<file path="src/rtl/mem_write_arbiter_pkg.sv">
// Shared definitions for the multi-channel write arbiter: FSM state
// encodings and the grant-index width helper.
package mem_write_arbiter_pkg;

    // Gray-ordered encodings: IDLE -> WRITE -> WAIT flips one bit per step.
    typedef enum logic [1:0] {
        ST_IDLE  = 2'b00,
        ST_WRITE = 2'b01,
        ST_WAIT  = 2'b11
    } state_t;

    // Width of a channel index; never narrower than one bit.
    function automatic int gw_width(input int n);
        return (n > 1) ? $clog2(n) : 1;
    endfunction

endpackage

</file>
<file path="src/rtl/rr_arbiter.sv">
// Combinational round-robin arbiter: grants the first requesting channel
// strictly after the last-granted one, searching upward with wrap.
module rr_arbiter
    import mem_write_arbiter_pkg::*;
#(
    parameter int NUM_CH = 4
) (
    input  logic [NUM_CH-1:0]               i_req,
    input  logic [gw_width(NUM_CH)-1:0]     i_last,
    output logic [NUM_CH-1:0]               o_grant,
    output logic [gw_width(NUM_CH)-1:0]     o_idx,
    output logic                            o_any
);

    localparam int GW = gw_width(NUM_CH);

    logic [NUM_CH-1:0] w_mask;
    logic [NUM_CH-1:0] w_sel;

    // Requests above the pointer take precedence; if none, wrap to the
    // full request vector. The lowest set bit of the chosen vector wins.
    always_comb begin
        w_mask = '0;
        for (int unsigned i = 0; i < NUM_CH; i++) begin
            w_mask[i] = i_req[i] & (i > 32'(i_last));
        end
        w_sel   = (|w_mask) ? w_mask : i_req;
        o_grant = '0;
        o_idx   = '0;
        for (int unsigned i = NUM_CH; i > 0; i--) begin
            if (w_sel[i-1]) begin
                o_grant      = '0;
                o_grant[i-1] = 1'b1;
                o_idx        = GW'(i - 1);
            end
        end
    end

    assign o_any = |i_req;

endmodule

</file>
<file path="src/rtl/mem_write_arbiter.sv">
// Multi-channel write arbiter: round-robin selection among valid/ready
// producers, one registered write strobe per grant, then a programmable
// recovery gap before the next grant.
module mem_write_arbiter
    import mem_write_arbiter_pkg::*;
#(
    parameter int NUM_CH      = 4,
    parameter int DATA_WIDTH  = 32,
    parameter int ADDR_WIDTH  = 5,
    parameter int WAIT_CYCLES = 1,
    parameter int CNT_WIDTH   = 16
) (
    input  logic                            clk,
    input  logic                            rst_n,
    input  logic [NUM_CH-1:0]               ch_valid,
    input  logic [NUM_CH*ADDR_WIDTH-1:0]    ch_addr,
    input  logic [NUM_CH*DATA_WIDTH-1:0]    ch_data,
    output logic [NUM_CH-1:0]               ch_ready,
    output logic                            mem_we,
    output logic [ADDR_WIDTH-1:0]           mem_addr,
    output logic [DATA_WIDTH-1:0]           mem_wdata,
    output logic                            idle,
    output logic [gw_width(NUM_CH)-1:0]     grant_id,
    output logic [CNT_WIDTH-1:0]            write_count
);

    localparam int GW = gw_width(NUM_CH);
    localparam int WW = (WAIT_CYCLES > 1) ? $clog2(WAIT_CYCLES) : 1;
    localparam logic [WW-1:0] WAIT_LOAD = (WAIT_CYCLES > 0) ? WW'(WAIT_CYCLES - 1) : '0;

    state_t                 r_state;
    logic                   r_we;
    logic [NUM_CH-1:0]      r_ready;
    logic [ADDR_WIDTH-1:0]  r_addr;
    logic [DATA_WIDTH-1:0]  r_data;
    logic [GW-1:0]          r_gid;
    logic [WW-1:0]          r_wcnt;
    logic [CNT_WIDTH-1:0]   r_count;

    state_t                 w_state_nxt;
    logic                   w_we_nxt;
    logic [NUM_CH-1:0]      w_ready_nxt;
    logic [ADDR_WIDTH-1:0]  w_addr_nxt;
    logic [DATA_WIDTH-1:0]  w_data_nxt;
    logic [GW-1:0]          w_gid_nxt;
    logic [WW-1:0]          w_wcnt_nxt;
    logic [CNT_WIDTH-1:0]   w_count_nxt;

    logic [NUM_CH-1:0]      w_grant;
    logic [GW-1:0]          w_idx;
    logic                   w_any;
    logic [ADDR_WIDTH-1:0]  w_sel_addr;
    logic [DATA_WIDTH-1:0]  w_sel_data;

    rr_arbiter #(
        .NUM_CH (NUM_CH)
    ) u_arb (
        .i_req   (ch_valid),
        .i_last  (r_gid),
        .o_grant (w_grant),
        .o_idx   (w_idx),
        .o_any   (w_any)
    );

    // Pick the granted channel's address and data out of the flattened buses.
    always_comb begin
        w_sel_addr = '0;
        w_sel_data = '0;
        for (int unsigned i = 0; i < NUM_CH; i++) begin
            if (w_grant[i]) begin
                w_sel_addr = ch_addr[i*ADDR_WIDTH +: ADDR_WIDTH];
                w_sel_data = ch_data[i*DATA_WIDTH +: DATA_WIDTH];
            end
        end
    end

    // Next-state and next-output logic; strobes default low so any
    // unlisted state falls back to IDLE with nothing asserted.
    always_comb begin
        w_state_nxt = ST_IDLE;
        w_we_nxt    = 1'b0;
        w_ready_nxt = '0;
        w_addr_nxt  = r_addr;
        w_data_nxt  = r_data;
        w_gid_nxt   = r_gid;
        w_wcnt_nxt  = r_wcnt;
        w_count_nxt = r_count;
        case (r_state)
            ST_IDLE: begin
                if (w_any) begin
                    w_state_nxt = ST_WRITE;
                    w_we_nxt    = 1'b1;
                    w_ready_nxt = w_grant;
                    w_addr_nxt  = w_sel_addr;
                    w_data_nxt  = w_sel_data;
                    w_gid_nxt   = w_idx;
                end
            end
            ST_WRITE: begin
                w_count_nxt = r_count + 1'b1;
                if (WAIT_CYCLES > 0) begin
                    w_state_nxt = ST_WAIT;
                    w_wcnt_nxt  = WAIT_LOAD;
                end
            end
            ST_WAIT: begin
                if (r_wcnt == '0) begin
                    w_state_nxt = ST_IDLE;
                end else begin
                    w_state_nxt = ST_WAIT;
                    w_wcnt_nxt  = r_wcnt - 1'b1;
                end
            end
            default: begin
                w_state_nxt = ST_IDLE;
            end
        endcase
    end

    // State and output registers with synchronous active-low reset; the
    // pointer resets to the top channel so channel 0 is served first.
    always_ff @(posedge clk) begin
        if (!rst_n) begin
            r_state <= ST_IDLE;
            r_we    <= 1'b0;
            r_ready <= '0;
            r_addr  <= '0;
            r_data  <= '0;
            r_gid   <= GW'(NUM_CH - 1);
            r_wcnt  <= '0;
            r_count <= '0;
        end else begin
            r_state <= w_state_nxt;
            r_we    <= w_we_nxt;
            r_ready <= w_ready_nxt;
            r_addr  <= w_addr_nxt;
            r_data  <= w_data_nxt;
            r_gid   <= w_gid_nxt;
            r_wcnt  <= w_wcnt_nxt;
            r_count <= w_count_nxt;
        end
    end

    assign ch_ready    = r_ready;
    assign mem_we      = r_we;
    assign mem_addr    = r_addr;
    assign mem_wdata   = r_data;
    assign idle        = (r_state == ST_IDLE);
    assign grant_id    = r_gid;
    assign write_count = r_count;

endmodule

</file>
<file path="config.mk">
export PLATFORM = sky130hd
export DESIGN_NAME = mem_write_arbiter
export DESIGN_NICKNAME = d
export VERILOG_FILES = /design/src/rtl/mem_write_arbiter_pkg.sv /design/src/rtl/rr_arbiter.sv /design/src/rtl/mem_write_arbiter.sv
export SDC_FILE = /design/constraint.sdc
export NUM_CORES = 1
export LEC_CHECK = 0
export CORE_MARGIN = 2
export CORE_UTILIZATION = 38
export DETAILED_ROUTE_END_ITERATION = 8
export PLACE_DENSITY = 0.77
export SKIP_LAST_GASP = 1
export SYNTH_ARGS = -nofsm -noshare
export SYNTH_HDL_FRONTEND = slang
export SYNTH_SLANG_ARGS = --single-unit
</file>
<file path="constraint.sdc">
create_clock -name clk -period 2.1 [get_ports clk]
set_clock_uncertainty 0.05 [all_clocks]
set_input_delay 0.42 -clock clk [delete_from_list [all_inputs] [get_ports clk]]
set_output_delay 0.42 -clock clk [all_outputs]
set_load 0.005 [all_outputs]
</file>
# --- Word-level counts from Yosys, hierarchy flattened ---
# Cells that the tools add are included.
op_classes:
  addsub: 2
  order_cmp: 3
  reduce_logical: 7
  n_bitwise: 3
  eq_ne: 2
  n_mux: 23
op_table:
  columns: ["operator", "count"]
  rows:
  - ["32-bit two-way mux", 4]
  - ["4-bit two-way mux", 5]
  - ["5-bit two-way mux", 4]
  - ["16-bit by 1-bit adder with 16-bit output (second input constant)", 1]
  - ["2-bit two-way mux", 5]
  - ["2-bit one-hot mux with 3 select lines", 1]
  - ["2-bit greater-than comparator (first input constant)", 2]
  - ["2-bit AND reduction", 2]
  - ["4-bit OR reduction", 1]
  - ["1-bit bitwise AND", 3]
  - ["1-bit two-way mux", 3]
  - ["3-bit AND reduction", 1]
  - ["3-bit OR reduction", 1]
  - ["2-bit by 1-bit equality test with 1-bit output (second input constant)", 1]
  - ["2-bit equality test (second input constant)", 1]
  - ["1-bit by 2-bit greater-than comparator with 1-bit output (first input constant)", 1]
  - ["2-bit logical NOT", 1]
  - ["1-bit one-hot mux with 2 select lines", 1]
  - ["2-bit nonzero test", 1]
  - ["1-bit subtractor (second input constant)", 1]
totals:
  regBits: 63
  word_cells: 48

# --- Depth between registers and ports, before layout ---
logic_depth:
  ltp_word: 12
  mapped_depth: 8

# --- Cells and area by module ---
# From an unflattened synthesis, not the netlist that was laid out.
unflattened:
  hier_cells: 432
  hier_area_um2: 3380.7
modules_own_cells:
  columns: ["module", "area_each_um2", "seq_area_each_um2", "n_inst", "cells_per_inst"]
  rows:
  - ["mem_write_arbiter", 3219.3, 1241.2, 1, 404]
  - ["rr_arbiter", 161.4, 0.0, 1, 28]

# --- Worst setup path before layout ---
# Ideal clock, no wire load.
synth_timing:
  kind: "in2reg"
  startpoint: "input port ch_valid[1]"
  endpoint: "register r_addr[4] (netlist: mem_addr[4])"
  path_buffers: 3
  setup_slack_ps: 338
  stages: 8
  t_arrival_ps: 1592
  cell_sequence: "buf_2 nor2b_1 o21bai_1 buf_2 buf_2 a221o_1 o21ai_0 a21oi_1"
synth_via:
  elab_chain_cells: 10
  word_cells_on_any_way: 13
  cone_classes: "9 x mux; 1 x bitwise; 3 x reduce/logical"
synth_lines:
  columns: ["item", "line_no", "rtl"]
  rows:
  - ["start: declaration", "mem_write_arbiter.sv:15", "input logic [NUM_CH-1:0] ch_valid,"]
  - ["1-bit bitwise AND", "rr_arbiter.sv:25", "w_mask[i] = i_req[i] & (i > 32'(i_last));"]
  - ["3-bit OR reduction", "rr_arbiter.sv:27", "w_sel = (|w_mask) ? w_mask : i_req;"]
  - ["4-bit two-way mux", "rr_arbiter.sv:27", null]
  - ["4-bit two-way mux (3 in series)", "rr_arbiter.sv:31", "if (w_sel[i-1]) begin"]
  - ["5-bit two-way mux (4 in series)", "mem_write_arbiter.sv:70", "if (w_grant[i]) begin"]
  - ["end signal: assignment", "mem_write_arbiter.sv:136", "r_addr <= w_addr_nxt;"]
  - ["end: declaration", "mem_write_arbiter.sv:34", "logic [ADDR_WIDTH-1:0] r_addr;"]
# Several ways; a longest one is shown, not always the timed one.
# A chain may end at the register's enable or synchronous reset.

# --- Worst setup path in the final report ---
layout_timing:
  startpoint: "input port ch_valid[2]"
  endpoint: "register r_data[23] (netlist: mem_wdata[23])"
layout_via:
  elab_chain_cells: 10
  word_cells_on_any_way: 13
  cone_classes: "9 x mux; 1 x bitwise; 3 x reduce/logical"
layout_lines:
  columns: ["item", "line_no", "rtl"]
  rows:
  - ["1-bit bitwise AND", "rr_arbiter.sv:25", null]
  - ["3-bit OR reduction", "rr_arbiter.sv:27", null]
  - ["4-bit two-way mux", "rr_arbiter.sv:27", null]
  - ["4-bit two-way mux (3 in series)", "rr_arbiter.sv:31", null]
  - ["32-bit two-way mux (4 in series)", "mem_write_arbiter.sv:70", null]
  - ["end signal: assignment", "mem_write_arbiter.sv:137", "r_data <= w_data_nxt;"]
  - ["end: declaration", "mem_write_arbiter.sv:35", "logic [DATA_WIDTH-1:0] r_data;"]
# Several ways; a longest one is shown, not always the timed one.

==> flow_summary.toml <==
[place]
gp_routability_congestion = 0.901
placement.io_buffers = 214
dpl.hpwl_mm = 10.2
post_dp_cell_area_um2 = 6110

[cts]
postCtsSetupBuffers = 0
htree_levels = 3
clkSlewWorstSetupHoldPaths_ns = 0.07
cts_max_path_buffers = 2
ctsResizeCount = 0
numCtsBuffers = 9
holdBufCountCts = 0
clk_latency_ns = 0.33
cts_tree = "built"
clkSinkCount = 62
cts-root-buf = "clkbuf_8"

[final_layout]
num-nets-final = 825
num_antenna_cells = 0
design_area_um2 = 6330
fin_util_pct = 68.8
area_growth_pct = 76.4
drive_gt1_share_pct = 12.5

[critical_path]
critPathBufInv = 2
path_max_fanout = 27
crit_path_start_kind = "input pin"
crit_chain = "clkdlybuf4s50_1 -> a2bb2oi_2 -> o32ai_4 -> buf_12 -> nand2_1 -> and4_4 -> o31ai_2"
cpLargestDelayFamily = "buffers and inverters"
slowest_stage = "clkdlybuf4s50_1"
crit_arrival_ns = 2.20
cp-end-kind = "flip-flop"
required_ns = 2.30
crit_type = "input pin to flip-flop"
max_stage_delay_ns = 0.56

[global_routing]
grt_pass1_vias = 4346
grt_pass1_wl_mm = 20.7
grt_use_total_pct = 25.5
grt_overflow = 0
grt_start_max_net_pins = 28
antenna_found_initial = 0

[power_and_ir_drop]
power_density_nw_per_um2 = 595
vdd_ir_drop_max_v = 0.000398
p_leak_nw = 2.48
power.total_w = 0.00377

[yosys]
synth_flop_cell = "dfxtp_1"
synth.avg_cell_area_um2 = 8.08
ys_seq_area_share_pct = 34.6
synth_edf_count = 0
synthCells = 444
synth_cell_type_count = 44
synth_nets = 599
synth_commonest_cells = "65 x a21oi_1, 62 x dfxtp_1, 39 x o21ai_0, 32 x and3_1, 29 x a221o_1"
synth_area_leaders = "dfxtp_1 35%, a21oi_1 9.1%, a221o_1 8.1%, and3_1 5.6%, o21ai_0 5.4%"
ys.warnings.count = 0
async_flop_share_pct = 0
netlist_area_um2 = 3590
synth-seq-cells = 62
synth_area_leader_cell = "dfxtp_1"
yosysMostFrequentCell = "a21oi_1"
synth_top_area_share_pct = 34.6

[floorplan]
ioPinCount = 215
start_util_pct = 39.0
die_w_um = 101
std_cell_rows = 35
die_area_um2 = 10200
die_y_um = 101
core-area_um2 = 9200

[timing]
hold_viol = 0
post-route-min-period_ns = 2.00
worst_pin_slew_ns = 0.525
setup_viol = 0
rsz0062_at_grt = "false"
slew_violations = 0
fmax_ghz = 0.501
slew_headroom_pct = 64.7
fin_crit_sh_pct = 95.0
tns_ns = 0

[run_status]
status = "finished clean"

[hold_path]
hold_class = "input pin to flip-flop"

[drt]
drt-wirelength-per-cell_um = 16.9
post-route-drc-count = 0
via_count = 4367
firstDrtPassIters = 4
wirelength_mm = 13.3
drt-initial-drc-count = 278
antenna_left = 0
viasPerCell = 5.56

[run]
max_cap_violations = 0
-- worst paths after layout --
kind	startpoint	end	slack (ns)	depth (start not counted)
worst max-delay path	ch_valid[2]	mem_wdata[23]$_SDFFE_PN0P_	0.10	7
worst min-delay path	rst_n	grant_id[0]$_SDFFE_PN1P_	0.41	2
worst max register to register	grant_id[0]$_SDFFE_PN1P_	mem_wdata[23]$_SDFFE_PN0P_	0.29	6
worst min register to register	mem_wdata[27]$_SDFFE_PN0P_	mem_wdata[27]$_SDFFE_PN0P_	0.44	2
-- cell usage in the layout, fill, tap and decap left out, types with 8 or more instances in the layout --
cell / netlist / routed
and3_1: 32 / 32
o21ai_1: 23 / 23
clkbuf_8: 0 / 12
o31ai_2: 8 / 8
clkdlybuf4s50_1: 0 / 213
buf_4: 5 / 41
nand2_1: 26 / 26
and2_1: 12 / 12
a21oi_1: 65 / 65
nand3_1: 13 / 13
nor2_1: 15 / 15
o21ai_0: 39 / 39
nand4_1: 12 / 12
dfxtp_1: 62 / 62
a221o_1: 29 / 29
and4_1: 9 / 9
-- report_power, final --
| part | leakage (nW) | switching [W] | total, W | internal (W) |
|---|---|---|---|---|
| logic | 1.87 | 0.000543 | 0.00133 | 0.000788 |
| registers | 0.510 | 0.0000682 | 0.00135 | 0.00128 |
| clock network | 0.104 | 0.000449 | 0.00109 | 0.000637 |
| total | 2.48 | 0.00106 | 0.00377 | 0.00271 |
-- registers in the layout (all words and copies together), names as in the netlist --
name,count
mem_wdata,32
mem_addr,5
mem_we,1
ch_ready,4
r_state,2
grant_id,2
write_count,16
-- stage by stage --
stage / hold slack [ns] / worst slack [ns] / instances
after floorplan: 0.429 / 0.338 / 444
after global placement: 0.423 / -0.172 / 770
after detailed placement: 0.430 / -0.242 / 770
after CTS: 0.391 / 0.105 / 785
after global routing: 0.422 / 0.0261 / 785
final: 0.413 / 0.105 / 785
-- logic make-up (layout without fill, tap and decap cells) --
group	Yosys count	in the layout	synth area share [%]
AO/OA/AOI/OAI	178	178	32.5
XOR/XNOR	14	14	3.42
adder cells (fa/ha/maj)	1	1	0.349
buffers and inverters	53	283	7.36
flip-flops	62	62	34.6
multiplexers	1	1	0.279
AND/OR/NAND/NOR	135	135	21.5
-- final cells by class --
| cell class | count | area [um2] |
|---|---|---|
| Sequential cell | 62 | 1240 |
| Tap cell | 111 | 139 |
| Fill cell | 769 | 2870 |
| Timing Repair Buffer | 262 | 2580 |
| Clock buffer | 12 | 165 |
| Multi-Input combinational cell | 329 | 2130 |
| Clock inverter | 3 | 42.5 |
| Inverter | 6 | 22.5 |
-- layer usage --
metal	vias to the layer above	GRT usage (%)	wire, um	share of wire, %
met5	-	0	0	0
met4	0	9.46	315	2.4
met3	26	5.66	963	7.2
met2	186	44.2	6620	50
met1	2052	30.9	5400	41
li1	2103	-	-	-
(Power assumes the default switching activity.)
